$ cat src/rtl/turret_fire_ctrl.sv
// Turret angle and single-bullet fire sequencer, stepped by the per-frame tick.
// Optional held-key auto-repeat rotation is compiled in with `define TURRET_AUTOREPEAT_EN.
module turret_fire_ctrl #(
    parameter int BULLET_LIFE = 120,
    parameter int COOLDOWN    = 30,
    parameter int STEP_FRAMES = 8
) (
    input  logic       Clk,
    input  logic       Reset,
    input  logic       frame_tick,
    input  logic [7:0] keycode,
    input  logic       hit,
    output logic [3:0] angle_idx,
    output logic [8:0] angle_onehot,
    output logic [9:0] aim_dx,
    output logic [9:0] aim_dy,
    output logic [9:0] bullet_dx,
    output logic [9:0] bullet_dy,
    output logic       bullet_active,
    output logic       launch,
    output logic       busy
);

    localparam logic [7:0] KEY_UP   = 8'h1A;
    localparam logic [7:0] KEY_DOWN = 8'h16;
    localparam logic [7:0] KEY_FIRE = 8'h2C;
    localparam logic [3:0] ANGLE_MAX   = 4'd8;
    localparam logic [3:0] ANGLE_RESET = 4'd4;

    typedef enum logic [1:0] {IDLE, FLY, COOL} state_t;

    state_t      state_reg, state_next;
    logic [7:0]  life_reg, life_next;
    logic [7:0]  cool_reg, cool_next;
    logic [7:0]  prev_key_reg;
    logic [3:0]  angle_reg, angle_next;
    logic [9:0]  bullet_dx_reg, bullet_dy_reg;
    logic        launch_reg, launch_next;

    logic up_press, down_press, fire_press;
    logic step_up, step_down;

    always_comb begin
        up_press   = frame_tick && (keycode == KEY_UP)   && (prev_key_reg != KEY_UP);
        down_press = frame_tick && (keycode == KEY_DOWN) && (prev_key_reg != KEY_DOWN);
        fire_press = frame_tick && (keycode == KEY_FIRE) && (prev_key_reg != KEY_FIRE);
    end

`ifdef TURRET_AUTOREPEAT_EN
    // Counts ticks a rotate key has been held since its press or last repeat step.
    logic [7:0] rep_cnt_reg, rep_cnt_next;
    logic       up_hold, down_hold, rep_due;

    always_comb begin
        up_hold   = frame_tick && (keycode == KEY_UP)   && (prev_key_reg == KEY_UP);
        down_hold = frame_tick && (keycode == KEY_DOWN) && (prev_key_reg == KEY_DOWN);
        rep_due   = (rep_cnt_reg == 8'(STEP_FRAMES - 1));
        step_up   = up_press   || (up_hold   && rep_due);
        step_down = down_press || (down_hold && rep_due);
        rep_cnt_next = rep_cnt_reg;
        if (frame_tick) begin
            if (up_press || down_press)
                rep_cnt_next = 8'd0;
            else if (up_hold || down_hold)
                rep_cnt_next = rep_due ? 8'd0 : rep_cnt_reg + 8'd1;
            else
                rep_cnt_next = 8'd0;
        end
    end

    always_ff @(posedge Clk or negedge Reset) begin
        if (!Reset)
            rep_cnt_reg <= 8'd0;
        else
            rep_cnt_reg <= rep_cnt_next;
    end
`else
    always_comb begin
        step_up   = up_press;
        step_down = down_press;
    end
`endif

    always_comb begin
        angle_next = angle_reg;
        if (step_up && (angle_reg < ANGLE_MAX))
            angle_next = angle_reg + 4'd1;
        else if (step_down && (angle_reg != 4'd0))
            angle_next = angle_reg - 4'd1;
    end

    // State register, including the datapath registers updated alongside it.
    always_ff @(posedge Clk or negedge Reset) begin
        if (!Reset) begin
            state_reg     <= IDLE;
            life_reg      <= 8'd0;
            cool_reg      <= 8'd0;
            prev_key_reg  <= 8'd0;
            angle_reg     <= ANGLE_RESET;
            bullet_dx_reg <= 10'd0;
            bullet_dy_reg <= 10'd0;
            launch_reg    <= 1'b0;
        end else begin
            state_reg  <= state_next;
            life_reg   <= life_next;
            cool_reg   <= cool_next;
            angle_reg  <= angle_next;
            launch_reg <= launch_next;
            if (frame_tick)
                prev_key_reg <= keycode;
            if (launch_next) begin
                bullet_dx_reg <= aim_dx;
                bullet_dy_reg <= aim_dy;
            end
        end
    end

    // Next-state logic; a hit on the expiring tick still yields one transition.
    always_comb begin
        state_next  = state_reg;
        life_next   = life_reg;
        cool_next   = cool_reg;
        launch_next = 1'b0;
        case (state_reg)
            IDLE: begin
                if (fire_press) begin
                    state_next  = FLY;
                    launch_next = 1'b1;
                    life_next   = 8'(BULLET_LIFE);
                end
            end
            FLY: begin
                if (frame_tick)
                    life_next = life_reg - 8'd1;
                if (hit || (frame_tick && (life_reg == 8'd1))) begin
                    cool_next  = 8'(COOLDOWN);
                    state_next = (COOLDOWN == 0) ? IDLE : COOL;
                end
            end
            COOL: begin
                if (frame_tick) begin
                    cool_next = cool_reg - 8'd1;
                    if (cool_reg == 8'd1)
                        state_next = IDLE;
                end
            end
            default: state_next = IDLE;
        endcase
    end

    // Output decode; out-of-range indices fall back to the horizontal aim.
    always_comb begin
        angle_idx     = angle_reg;
        bullet_dx     = bullet_dx_reg;
        bullet_dy     = bullet_dy_reg;
        launch        = launch_reg;
        bullet_active = (state_reg == FLY);
        busy          = (state_reg != IDLE);
        case (angle_reg)
            4'd0:    begin aim_dx = 10'd0; aim_dy = 10'd1;     end
            4'd1:    begin aim_dx = 10'd1; aim_dy = 10'd2;     end
            4'd2:    begin aim_dx = 10'd1; aim_dy = 10'd1;     end
            4'd3:    begin aim_dx = 10'd2; aim_dy = 10'd1;     end
            4'd5:    begin aim_dx = 10'd2; aim_dy = 10'h3FF;   end
            4'd6:    begin aim_dx = 10'd1; aim_dy = 10'h3FF;   end
            4'd7:    begin aim_dx = 10'd1; aim_dy = 10'h3FE;   end
            4'd8:    begin aim_dx = 10'd0; aim_dy = 10'h3FF;   end
            default: begin aim_dx = 10'd1; aim_dy = 10'd0;     end
        endcase
    end

    generate
        for (genvar gi = 0; gi < 9; gi++) begin : g_onehot
            assign angle_onehot[gi] = (angle_reg == 4'(gi));
        end
    endgenerate

endmodule

$ cat config.mk
export PLATFORM = sky130hd
export DESIGN_NAME = turret_fire_ctrl
export DESIGN_NICKNAME = d
export VERILOG_FILES = /design/src/rtl/turret_fire_ctrl.sv
export SDC_FILE = /design/constraint.sdc
export NUM_CORES = 1
export LEC_CHECK = 0
export BUFFER_PORTS_ARGS = -buffer_cell sky130_fd_sc_hd__buf_2
export CAP_MARGIN = 5
export CORE_ASPECT_RATIO = 0.6
export CORE_MARGIN = 1
export CORE_UTILIZATION = 52
export DETAILED_ROUTE_END_ITERATION = 8
export GPL_ROUTABILITY_DRIVEN = 0
export PLACE_DENSITY = 0.9
export SETUP_SLACK_MARGIN = 0.3
export SYNTH_ARGS = -nofsm -noshare
export SYNTH_HDL_FRONTEND = slang
export SYNTH_SLANG_ARGS = --single-unit
$ cat constraint.sdc
create_clock -name Clk -period 3 [get_ports Clk]
set_clock_uncertainty 0.05 [all_clocks]
set_input_delay 0.6 -clock Clk [delete_from_list [all_inputs] [get_ports Clk]]
set_output_delay 0.6 -clock Clk [all_outputs]
set_load 0.01 [all_outputs]
== Word-level counts from Yosys, hierarchy flattened ==
Memories as Yosys holds them, arrays and structs flattened.
Index checks and enable logic that the tools add are counted.
Cells by class
  add/sub/neg operators: 4
  magnitude comparators: 1
  equal/unequal tests: 23
  muxes and demuxes: 15
  reduce and logical (&&, ||, !) cells: 20
Operators by type and width (count)
  2-to-1 mux 8 bit: 4
  one-hot mux 8 bit (2 select lines): 2
  equality test 4 x 3 -> 1 bit (second input constant): 4
  equality test 8 x 1 -> 1 bit (second input constant): 2
  equality test 8 x 5 -> 1 bit (second input constant): 2
  inequality test 8 x 5 -> 1 bit (second input constant): 2
  subtractor 8 x 1 -> 8 bit (second input constant): 2
  logical AND 1 bit: 9
  equality test 4 x 2 -> 1 bit (second input constant): 2
  equality test 8 x 6 -> 1 bit (second input constant): 1
  2-to-1 mux 2 bit: 4
  2-to-1 mux 4 bit: 2
  inequality test 2 bit (second input constant): 4
  inequality test 8 x 6 -> 1 bit (second input constant): 1
  nonzero test 2 bit: 4
  one-hot mux 2 bit (3 select lines): 1
  AND reduction 3 bit: 2
  adder 4 x 1 -> 4 bit (second input constant): 1
  equality test 4 x 1 -> 1 bit (second input constant): 1
  equality test 4 bit (second input constant): 1
  logical NOT 4 bit: 1
  less-than comparator 4 bit (second input constant): 1
  AND reduction 4 bit: 1
  nonzero test 4 bit: 1
  7 further kinds: 8
Word-level totals
  bits in registers: 51
  memory bits (read-only): 192
  bits of input ports: 12
  output and inout port bits: 56
  word-level logic and storage cells: 72
  memories: 1
Memories
  (no name shown): words 16, width 12, read ports 1, clocked after memory_dff 0, write ports 0, RTL line 159  | case (angle_reg)

== Logic depth before layout (Yosys ltp) ==
Gate-level depths: netlist of the first run.
  word-level depth: 6
  gate-level depth with buffers: 7
  mapped depth without buffers: 7

== Worst setup path before layout of the first run ==
No wires, ideal clock.
  kind: flip-flop to output port
  start point: reg angle_reg[0], in the netlist angle_idx[0]
  end point: out aim_dy[3]
  arrival time: 1976 ps
  required time: 2350 ps
  slack: 374 ps
  stages on the path, launching flop included: 8
  buffers on the path: 1
  path through: dfrtp_1 -> inv_1 -> ha_1 -> inv_1 -> ha_1 -> inv_1 -> o21ai_0 -> buf_4
Between the ends
  cells in the longest elaborated chain, start to end: 1
Ends and longest elaborated chain
  start: declaration: RTL line 36  | logic [3:0] angle_reg, angle_next;
  start signal: assignment: RTL line 107  | angle_reg <= angle_next;
  memory read (16 x 12 bit)
  end: declaration: RTL line 16  | output logic [9:0] aim_dy,
No other way between the ends.

== Worst setup path after layout of the first run ==
  start point: reg angle_reg[1], in the netlist angle_idx[1]
  end point: out aim_dx[0]
Between the ends
  cells in the longest elaborated chain, start to end: 1
Ends and longest elaborated chain
  memory read (16 x 12 bit)
  end: declaration: RTL line 15  | output logic [9:0] aim_dx,
No other way between the ends.

==> results_dict.tcl, run 1 <==
set metrics [dict create \
    hpwl_um 3540 \
    crit_required_ns 2.35 \
    synth_cell_types 61 \
    netlist_area_sq_mm 0.00239 \
    reg2reg_depth 6 \
    post-synth-top-area-cell "dfrtp_1" \
    cts_root_buf "clkbuf_8" \
    synth_area_leaders "dfrtp_1, buf_4, ha_1" \
    ys_seq_elements 36 \
    post-synth-top-area-fraction 0.366 \
    drt-initial-drc-count 142 \
    seq_area_sq_um 902 \
    fin_area_sq_mm 0.00264 \
    top_layer "met4" \
    fin_crit_sh 0.849 \
    finalSetupTns_ns 0 \
    max_cap_violations 0 \
    critPathMaxFanout 9 \
    synthCells 244 \
    drc 0 \
    postCtsResizedCells 0 \
    nets 306 \
    rsz0062_at_grt "no" \
    grt_max_degree 37 \
    place_area_sq_mm 0.00253 \
    dr_wl_met3_um 277 \
    synth_edf_count 0 \
    min_period_ns 2.55 \
    firstDrtPassIters 4 \
    drive_gt1_frac 0.276 \
    yosys-top-cells-count "dfrtp_1, buf_4, nor2_1" \
    start_util 0.562 \
    p_int_mw 1.05 \
    post_cts_buffers 0 \
    hold_violations 0 \
    rows 18 \
    synthToLayoutAreaGrowth_pct 10.4 \
    hold_buffers 0 \
    slew_viol_final 0 \
    grt_pass1_wl_um 7270 \
    clkTransAtPathRegs_ns 0.08 \
    ys.flop_type "dfrtp_1" \
    cts_buffers 5 \
    critPathKind "reg2out" \
    power.leakage_nw 1.32 \
    die_x_um 89.6 \
    p_seq_frac 0.413 \
    r2r-start "angle_idx[1]$_DFFE_PN0P_" \
    dr_wl_met2_um 1980 \
    yosys_warnings 0 \
    ios 68 \
    cp-end-kind "output port" \
    cp-start-kind "register" \
    overflow 0 \
    multi_input_area_sq_mm 0.00124 \
    cts_sinks 36 \
    power.share.clock 0.263 \
    clock_latency_ns 0.30 \
    hp-class "in2async" \
    port_buffers 51 \
    die_y_um 54.5 \
    worst_pin_slew_ns 0.780 \
    cts_tree "yes" \
    r2r-end "angle_idx[3]$_DFFE_PN0P_" \
    postSynthAreaPerCell_sq_um 9.80 \
    max_freq_ghz 0.393 \
    cts_max_level 2 \
    fillers 338 \
    setup_viol 0 \
    viasPerCell 5.38 \
    slew_headroom 0.480 \
    core_sq_mm 0.00426 \
    antenna_found_initial 0 \
    status "finished clean" \
    dieArea_sq_mm 0.00488 \
    yosysMostFrequentCell "dfrtp_1" \
    postRouteAntennaNets 0 \
    diodes 0 \
    reg2reg_slack_ns 0.82 \
    crit_arrival_ns 1.90 \
    async_reset_ff_frac 1.00 \
    switching_share 0.363 \
    cts_buffer_depth 2 \
    ir_worst_vdd_v 0.000334 \
    pwr-share-comb 0.324 \
    met1_length_um 2460 \
    seq_area_frac_synth 0.377 \
    grt_pass1_vias 1499 \
    dr_total_vias 1845 \
    wl_um 4750 \
    grt.total_usage 0.207 \
    wl_per_cell_um 13.9 \
    p_sw_mw 0.600 \
    powerDensity_mw_per_mm2 626 \
]
worst max-delay path, stage by stage, from the launching register on:
cell and delay (ns):
dfrtp_1 0.54, inv_1 0.18, ha_1 0.39, o21ai_0 0.11, mux2i_1 0.22, buf_2 0.18
metrics by stage:
| stage | hold slack [ns] | util | std cells | setup slack (ns) | power, mW |
|---|---|---|---|---|---|
| final | 0.325 | 0.620 | 343 | 0.454 | 1.65 |
| after CTS | 0.356 | 0.620 | 343 | 0.445 | 1.66 |
| after global routing | 0.386 | 0.620 | 343 | 0.312 | 1.76 |
| after floorplan | 0.254 | - | 259 | 0.374 | 1.07 |
| after detailed placement | 0.421 | 0.594 | 335 | 0.761 | 1.22 |
| after global placement | 0.412 | 0.594 | 335 | 0.805 | 1.21 |
power by group through the flow:
stage | Clock (mW) | Sequential [mW] | Combinational, mW
after floorplan | 0 | 0.664 | 0.404
after CTS | 0.443 | 0.679 | 0.538
after global placement | 0 | 0.682 | 0.525
after detailed placement | 0 | 0.688 | 0.533
final | 0.434 | 0.682 | 0.536
after global routing | 0.462 | 0.697 | 0.602
how the worst max path moves through the flow:
| stage | slack, ns | to | startpoint |
|---|---|---|---|
| after CTS | 0.44 | aim_dy[9] | angle_idx[1]$_DFFE_PN0P_ |
| after global routing | 0.31 | aim_dy[6] | angle_idx[1]$_DFFE_PN0P_ |
| after floorplan | 0.37 | aim_dy[3] | angle_idx[0]$_DFFE_PN0P_ |
| final | 0.45 | aim_dx[0] | angle_idx[1]$_DFFE_PN0P_ |
| after detailed placement | 0.76 | aim_dy[9] | angle_idx[1]$_DFFE_PN0P_ |
| after global placement | 0.80 | aim_dy[3] | angle_idx[1]$_DFFE_PN0P_ |
layout make-up:
class                   count  area share
multi-input cells         174       0.470
inverters                  13      0.0185
well taps                  60      0.0284
clock buffers               5      0.0261
flip-flops and latches     36       0.342
repair buffers             52      0.0995
clock inverters             3      0.0161
cell usage in the layout, fill, tap and decap left out, types with 2 or more instances in the layout:
cell      Yosys  routed
a21oi_1       8       8
conb_1        1      16
and3b_1       3       3
or3_1         3       3
nor2_1       15      15
nand3_1       4       4
mux2_2        8       8
nand2_1      14      14
nand3b_1      2       2
o21ai_0       6       6
inv_1        12      12
and4b_1       2       2
a31oi_1       3       3
nor4bb_1      3       3
and2_1        9       9
mux2i_1       4       4
o22a_1        2       2
o31ai_1       2       2
nor3b_1       2       2
nor2b_1       2       2
mux2_1        5       5
dfrtp_1      35      35
clkbuf_8      0       5
o21ai_1       4       4
ha_1         12      12
nand2b_1      3       3
nor4_1        2       2
nand4_1       2       2
o211ai_1      2       2
buf_2         2      51
nand4b_1      2       2
nor3_1        4       4
xnor2_1       4       4
and3_1        2       2
o22ai_1       3       3
cell families after synthesis:
logic type      count (synthesis)  synth area share
xor+xnor                        5            0.0183
compound gates                 39             0.107
other cells                     1           0.00157
simple gates                   85             0.228
buf+inv                        49             0.128
fa+ha+maj                      12            0.0628
flops                          36             0.377
mux                            17            0.0779
layer usage:
| layer | up-vias | GRT usage |
|---|---|---|
| li1 | 894 | - |
| met3 | 4 | 0.0754 |
| met1 | 883 | 0.297 |
| met4 | 0 | 0.0714 |
| met2 | 64 | 0.284 |
| met5 | - | 0 |
Note: power is estimated with default switching activity, not from simulation.
==> inputs of run 2 (changes only) <==
--- a/config.mk
+++ b/config.mk
@@ -5,11 +5,12 @@
 export SDC_FILE = /design/constraint.sdc
 export NUM_CORES = 1
 export LEC_CHECK = 0
+export ABC_AREA = 1
 export BUFFER_PORTS_ARGS = -buffer_cell sky130_fd_sc_hd__buf_2
 export CAP_MARGIN = 5
 export CORE_ASPECT_RATIO = 0.6
 export CORE_MARGIN = 1
-export CORE_UTILIZATION = 52
+export CORE_UTILIZATION = 53
 export DETAILED_ROUTE_END_ITERATION = 8
 export GPL_ROUTABILITY_DRIVEN = 0
 export PLACE_DENSITY = 0.9
==> constraint.sdc (replaced) <==
create_clock -name Clk -period 2.65 [get_ports Clk]
set_clock_uncertainty 0.05 [all_clocks]
set_input_delay 0.53 -clock Clk [delete_from_list [all_inputs] [get_ports Clk]]
set_output_delay 0.53 -clock Clk [all_outputs]
set_load 0.01 [all_outputs]
==> run 2 against run 1 <==
Critical path type unchanged. Clock power is 1% lower. Power decreased by 0.35%. Sequential power is 8.2% higher. Register-to-register slack better by 0.27 ns. Routed wire length rose by 8.9%. Critical endpoint is now aim_dy[9].
==> results_dict.tcl, run 2 <==
set metrics [dict create \
    firstDrtPassIters 5 \
    ir_worst_vdd_v 0.000367 \
    diodes 0 \
    postSynthAreaPerCell_sq_um 7.44 \
    cts_buffers 5 \
    critPathMaxStageDelay_ns 0.46 \
    clkTransAtPathRegs_ns 0.07 \
    seq_area_frac_synth 0.358 \
    fin_crit_sh 0.859 \
    crit_arrival_ns 1.70 \
    overflow 0 \
    nets 403 \
    wl_per_cell_um 11.7 \
    synth_cell_types 33 \
    crit_required_ns 2.07 \
    hp-class "in2async" \
    grt_pass1_vias 1808 \
    cts_tree "yes" \
    critPathMaxFanout 8 \
    netlist_area_sq_mm 0.00252 \
    synthCells 339 \
    power.leakage_nw 1.54 \
    yosys_warnings 0 \
    worst_pin_slew_ns 0.807 \
    cts_sinks 36 \
    clock_latency_ns 0.29 \
    reg2reg_depth 7 \
    die_y_um 55.4 \
    hold_violations 0 \
    die_x_um 91.0 \
    min_period_ns 2.28 \
    cp_top_family "flip-flops" \
    drt-initial-drc-count 111 \
    viasPerCell 4.83 \
    async_reset_ff_frac 1.00 \
    layout_common_cells "nand2_1, buf_2, inv_1" \
    grt.total_usage 0.217 \
    finalSetupTns_ns 0 \
    postRouteAntennaNets 0 \
    wl_um 5170 \
    cp-start-kind "register" \
    hold_ws_ns 0.276 \
    cts_root_buf "clkbuf_8" \
    port_buffers 51 \
    ys.flop_type "dfrtp_1" \
    placed_cells 434 \
    antenna_found_initial 0 \
    rows 19 \
    status "finished clean" \
    cp.depth 7 \
    cts_max_level 2 \
    hold_buffers 0 \
    core_sq_mm 0.00456 \
    ys_seq_elements 36 \
    post-synth-top-area-fraction 0.347 \
    setup_viol 0 \
    mostFrequentLayoutCell "nand2_1" \
    ios 68 \
    max_cap_violations 0 \
    cp-end-kind "output port" \
    synth_area_leaders "dfrtp_1, nand2_1, buf_4" \
    grt_pass1_wl_um 8350 \
    critPathBufInv 4 \
    finalNonFillerCells 443 \
    rsz0062_at_grt "yes" \
    grt_max_degree 37 \
    powerDensity_mw_per_mm2 595 \
    crit_chain "inv_2, ha_1, inv_1, ha_1, a21oi_2, inv_2, buf_2" \
    dieArea_sq_mm 0.00505 \
    hpwl_um 3950 \
    slew_headroom 0.462 \
    cp_slowest_cell "dfrtp_2" \
    max_freq_ghz 0.439 \
    drc 0 \
    dr_total_vias 2138 \
    synth_edf_count 0 \
    start_util 0.552 \
    post-synth-top-area-cell "dfrtp_1" \
    synthToLayoutAreaGrowth_pct 9.73 \
    yosys-top-cells-count "nand2_1, inv_1, nor2_1" \
    critPathKind "reg2out" \
    reg2reg_slack_ns 1.09 \
    drive_gt1_frac 0.258 \
    yosysMostFrequentCell "nand2_1" \
    slew_viol_final 0 \
    cts_buffer_depth 2 \
]
run 2: cell types whose count changed after synthesis, sizes merged, moves of 4 or more:
cell / previous run / this run
o21ai: 10 / 23
mux2: 13 / 0
mux2i: 4 / 0
inv: 13 / 52
nand3: 4 / 33
a21oi: 8 / 2
and2: 9 / 1
nand2: 14 / 81
nor2: 16 / 46
xnor2: 4 / 0
run 2: repair_timing:
action                     in CTS  in global routing
buffers inserted                0                  1
setup endpoints to repair       9                 11
gates resized for setup         5                  4
run 2: path summary, 6_finish.rpt:
path | start | to
setup reg to reg | state_reg[0]$_DFFE_PN0P_ | life_reg[5]$_DFFE_PN0P_
hold / removal | Reset | life_reg[3]$_DFFE_PN0P_
setup / recovery | angle_idx[1]$_DFFE_PN0P_ | aim_dy[9]
min in group Clk | keycode[7] | prev_key_reg[7]$_DFFE_PN0P_
hold reg to reg | bullet_dx[1]$_DFFE_PN0P_ | bullet_dx[1]$_DFFE_PN0P_
max in group asynchronous | Reset | angle_idx[0]$_DFFE_PN0P_
run 2: cell families (layout without fill, tap and decap cells):
| group | after synthesis | in the layout | synth area share |
|---|---|---|---|
| AO/OA/AOI/OAI | 30 | 30 | 0.0705 |
| XOR/XNOR | 2 | 2 | 0.00695 |
| adder cells (fa/ha/maj) | 12 | 12 | 0.0596 |
| buffers and inverters | 86 | 112 | 0.186 |
| flip-flops | 36 | 36 | 0.358 |
| other | 1 | 16 | 0.00149 |
| AND/OR/NAND/NOR | 172 | 172 | 0.318 |
run 2: where the power goes:
group	internal, mW	total, mW	switching [mW]
Sequential	0.653	0.738	0.0852
Combinational	0.171	0.480	0.309
Clock	0.237	0.428	0.191
run 2: worst reg2reg max path: stages, from the launching register on:
cell     delay (ns)
dfrtp_1        0.41
nor2_1         0.19
nand3_1        0.14
nor2_4         0.12
nand3_4        0.18
nand2_4        0.22
nand2_1        0.09
o21ai_0        0.08
run 2: per-stage QoR:
step / util / area [sq um] / setup WS (ns) / power, mW
3_3_place_gp: 0.578 / 2640 / 0.634 / 1.19
2_1_floorplan: - / 2580 / 0.597 / 1.11
3_5_place_dp: 0.578 / 2640 / 0.548 / 1.21
5_1_grt: 0.606 / 2770 / 0.271 / 1.77
6_report: 0.606 / 2770 / 0.375 / 1.65
4_1_cts: 0.601 / 2740 / 0.309 / 1.65
run 2: metal layers:
metal | part of all wire | GRT usage
met4 | 0.014 | 0.0884
met5 | 0 | 0
met3 | 0.050 | 0.0565
met1 | 0.50 | 0.308
met2 | 0.43 | 0.317
run 2: cell type report:
class	instances	area [sq um]
clock buffer	8	100
tap	63	78.8
sequential	36	905
inverter	52	198
multi-input combinational	232	1220
fill	428	1800
timing repair buffer	52	263
==> inputs of run 3 (changes only) <==
--- a/config.mk
+++ b/config.mk
@@ -14,6 +14,7 @@
 export DETAILED_ROUTE_END_ITERATION = 8
 export GPL_ROUTABILITY_DRIVEN = 0
 export PLACE_DENSITY = 0.9
+export REMOVE_ABC_BUFFERS = 1
 export SETUP_SLACK_MARGIN = 0.3
 export SYNTH_ARGS = -nofsm -noshare
 export SYNTH_HDL_FRONTEND = slang
==> run 3 against run 2 <==
Critical path depth fell by 2. Power shrank 2.8%. Routed wire length up 2.6%. Sequential power barely moved. Final cell count grew 0.45%. First-iteration DRC count increased by 100%. Clock power is 13% lower. Setup slack worse by 0.11 ns. Die area unchanged. Via count up 3.5%. Maximum frequency is 4.5% lower. Sequential share of layout area up 0.19 points. Critical path type unchanged. Largest cell class unchanged. Largest power group unchanged.
==> results_dict.tcl, run 3 (synthesis results as in run 2) <==
set metrics [dict create \
    status "finished clean" \
    die_y_um 55.4 \
    clock_latency_ns 0.29 \
    grt_pass1_wl_um 8560 \
    grt.total_usage 0.216 \
    cts_buffer_depth 2 \
    seq_area_sq_um 905 \
    fin_area_sq_mm 0.00275 \
    synthToLayoutAreaGrowth_pct 9.08 \
    overflow 0 \
    postRouteAntennaNets 0 \
    finalSetupTns_ns 0 \
    rsz0062_at_grt "no" \
    cp-start-kind "register" \
    clkTransAtPathRegs_ns 0.06 \
    powerDensity_mw_per_mm2 582 \
    min_period_ns 2.38 \
    max_freq_ghz 0.420 \
    p_seq_frac 0.461 \
    critPathMostFrequentCell "inv_1" \
    ios 68 \
    core_sq_mm 0.00456 \
    grt_pass1_vias 1864 \
    wl_um 5310 \
    nets 405 \
    grt_max_degree 37 \
    power.leakage_nw 1.54 \
    cp_slowest_cell "dfstp_2" \
    firstDrtPassIters 5 \
    worst_pin_slew_ns 0.808 \
    start_util 0.552 \
    drive_gt1_frac 0.251 \
    power.share.clock 0.232 \
    fin_crit_sh 0.899 \
    critPathMaxStageDelay_ns 0.59 \
    crit_required_ns 2.07 \
    hold_buffers 0 \
    critPathMaxFanout 7 \
    switching_share 0.368 \
    ir_worst_vdd_v 0.000532 \
    cts_tree "yes" \
    fillers 395 \
    hold_violations 0 \
    hp-class "in2async" \
    hpwl_um 4000 \
    antenna_found_initial 0 \
    wl_per_cell_um 11.9 \
    p_sw_mw 0.589 \
    slew_headroom 0.461 \
    mostFrequentLayoutCell "nand2_1" \
    critPathKind "reg2out" \
    pwr-share-comb 0.307 \
    place_area_sq_mm 0.00264 \
    cts_buffers 5 \
    cts_sinks 36 \
    hold_ws_ns 0.278 \
    drc 0 \
    layout_common_cells "nand2_1, buf_2, inv_1" \
    max_cap_violations 0 \
    crit_chain "inv_1, nor2_1, inv_1, o221ai_1, buf_2" \
    diodes 0 \
    dieArea_sq_mm 0.00505 \
    p_int_mw 1.01 \
    cts_root_buf "clkbuf_8" \
    rows 19 \
    crit_arrival_ns 1.80 \
    port_buffers 51 \
    die_x_um 91.0 \
    setup_viol 0 \
    multi_input_area_sq_mm 0.00121 \
    cp-end-kind "output port" \
    dr_total_vias 2212 \
    viasPerCell 4.97 \
    cts_max_level 2 \
    slew_viol_final 0 \
    drt-initial-drc-count 224 \
    power_mw 1.60 \
]
-- run 3: layout make-up --
type	count	share of cell area
Tap cell	63	0.0287
Sequential cell	36	0.329
Clock inverter	1	0.00182
Inverter	52	0.0719
Timing Repair Buffer	54	0.101
Clock buffer	7	0.0278
Multi-Input combinational cell	232	0.440
-- run 3: worst max-delay path, delay by kind of cell, from the launching register on --
family	cells	cell delay, ns
AND/OR/NAND/NOR	1	0.18
buffers and inverters	3	0.49
AO/OA/AOI/OAI	1	0.26
flip-flops	1	0.59
-- run 3: path summary, 6_finish.rpt --
check	end	slack, ns	cells past startpoint	start
setup / recovery	aim_dy[0]	0.27	5	angle_idx[2]$_DFFE_PN1P_
hold / removal	bullet_dy[1]$_DFFE_PN0P_	0.28	1	Reset
setup reg to reg	angle_idx[3]$_DFFE_PN0P_	1.03	9	angle_idx[2]$_DFFE_PN1P_
hold reg to reg	bullet_dx[0]$_DFFE_PN0P_	0.43	2	bullet_dx[0]$_DFFE_PN0P_
max in group asynchronous	angle_idx[1]$_DFFE_PN0P_	1.71	1	Reset
min in group Clk	bullet_dx[0]$_DFFE_PN0P_	0.43	2	bullet_dx[0]$_DFFE_PN0P_
-- run 3: per-stage QoR --
stage	std cells	utilization	worst slack, ns
after floorplan	320	-	0.512
after global placement	434	0.578	0.611
after detailed placement	434	0.578	0.483
after CTS	442	0.598	0.355
after global routing	445	0.603	0.230
final	445	0.603	0.268
-- run 3: power by group through the flow --
stage	logic, mW	registers (mW)	clock network, mW
after floorplan	0.343	0.728	0
after global placement	0.448	0.739	0
after detailed placement	0.479	0.744	0
after CTS	0.483	0.736	0.378
after global routing	0.550	0.748	0.409
final	0.491	0.737	0.371
-- run 3: timing repair --
action / in CTS / in global routing
endpoints found under the setup margin: 8 / 8
buffers inserted: 0 / 3
cloned: 0 / 0
hold endpoints to repair: 0 / 0
resized for setup: 6 / 0
-- run 3: per-layer routing --
metal	wire (um)	GRT usage
met1	2470	0.309
met2	2380	0.327
met3	340	0.0468
met4	116	0.0703
met5	0	0
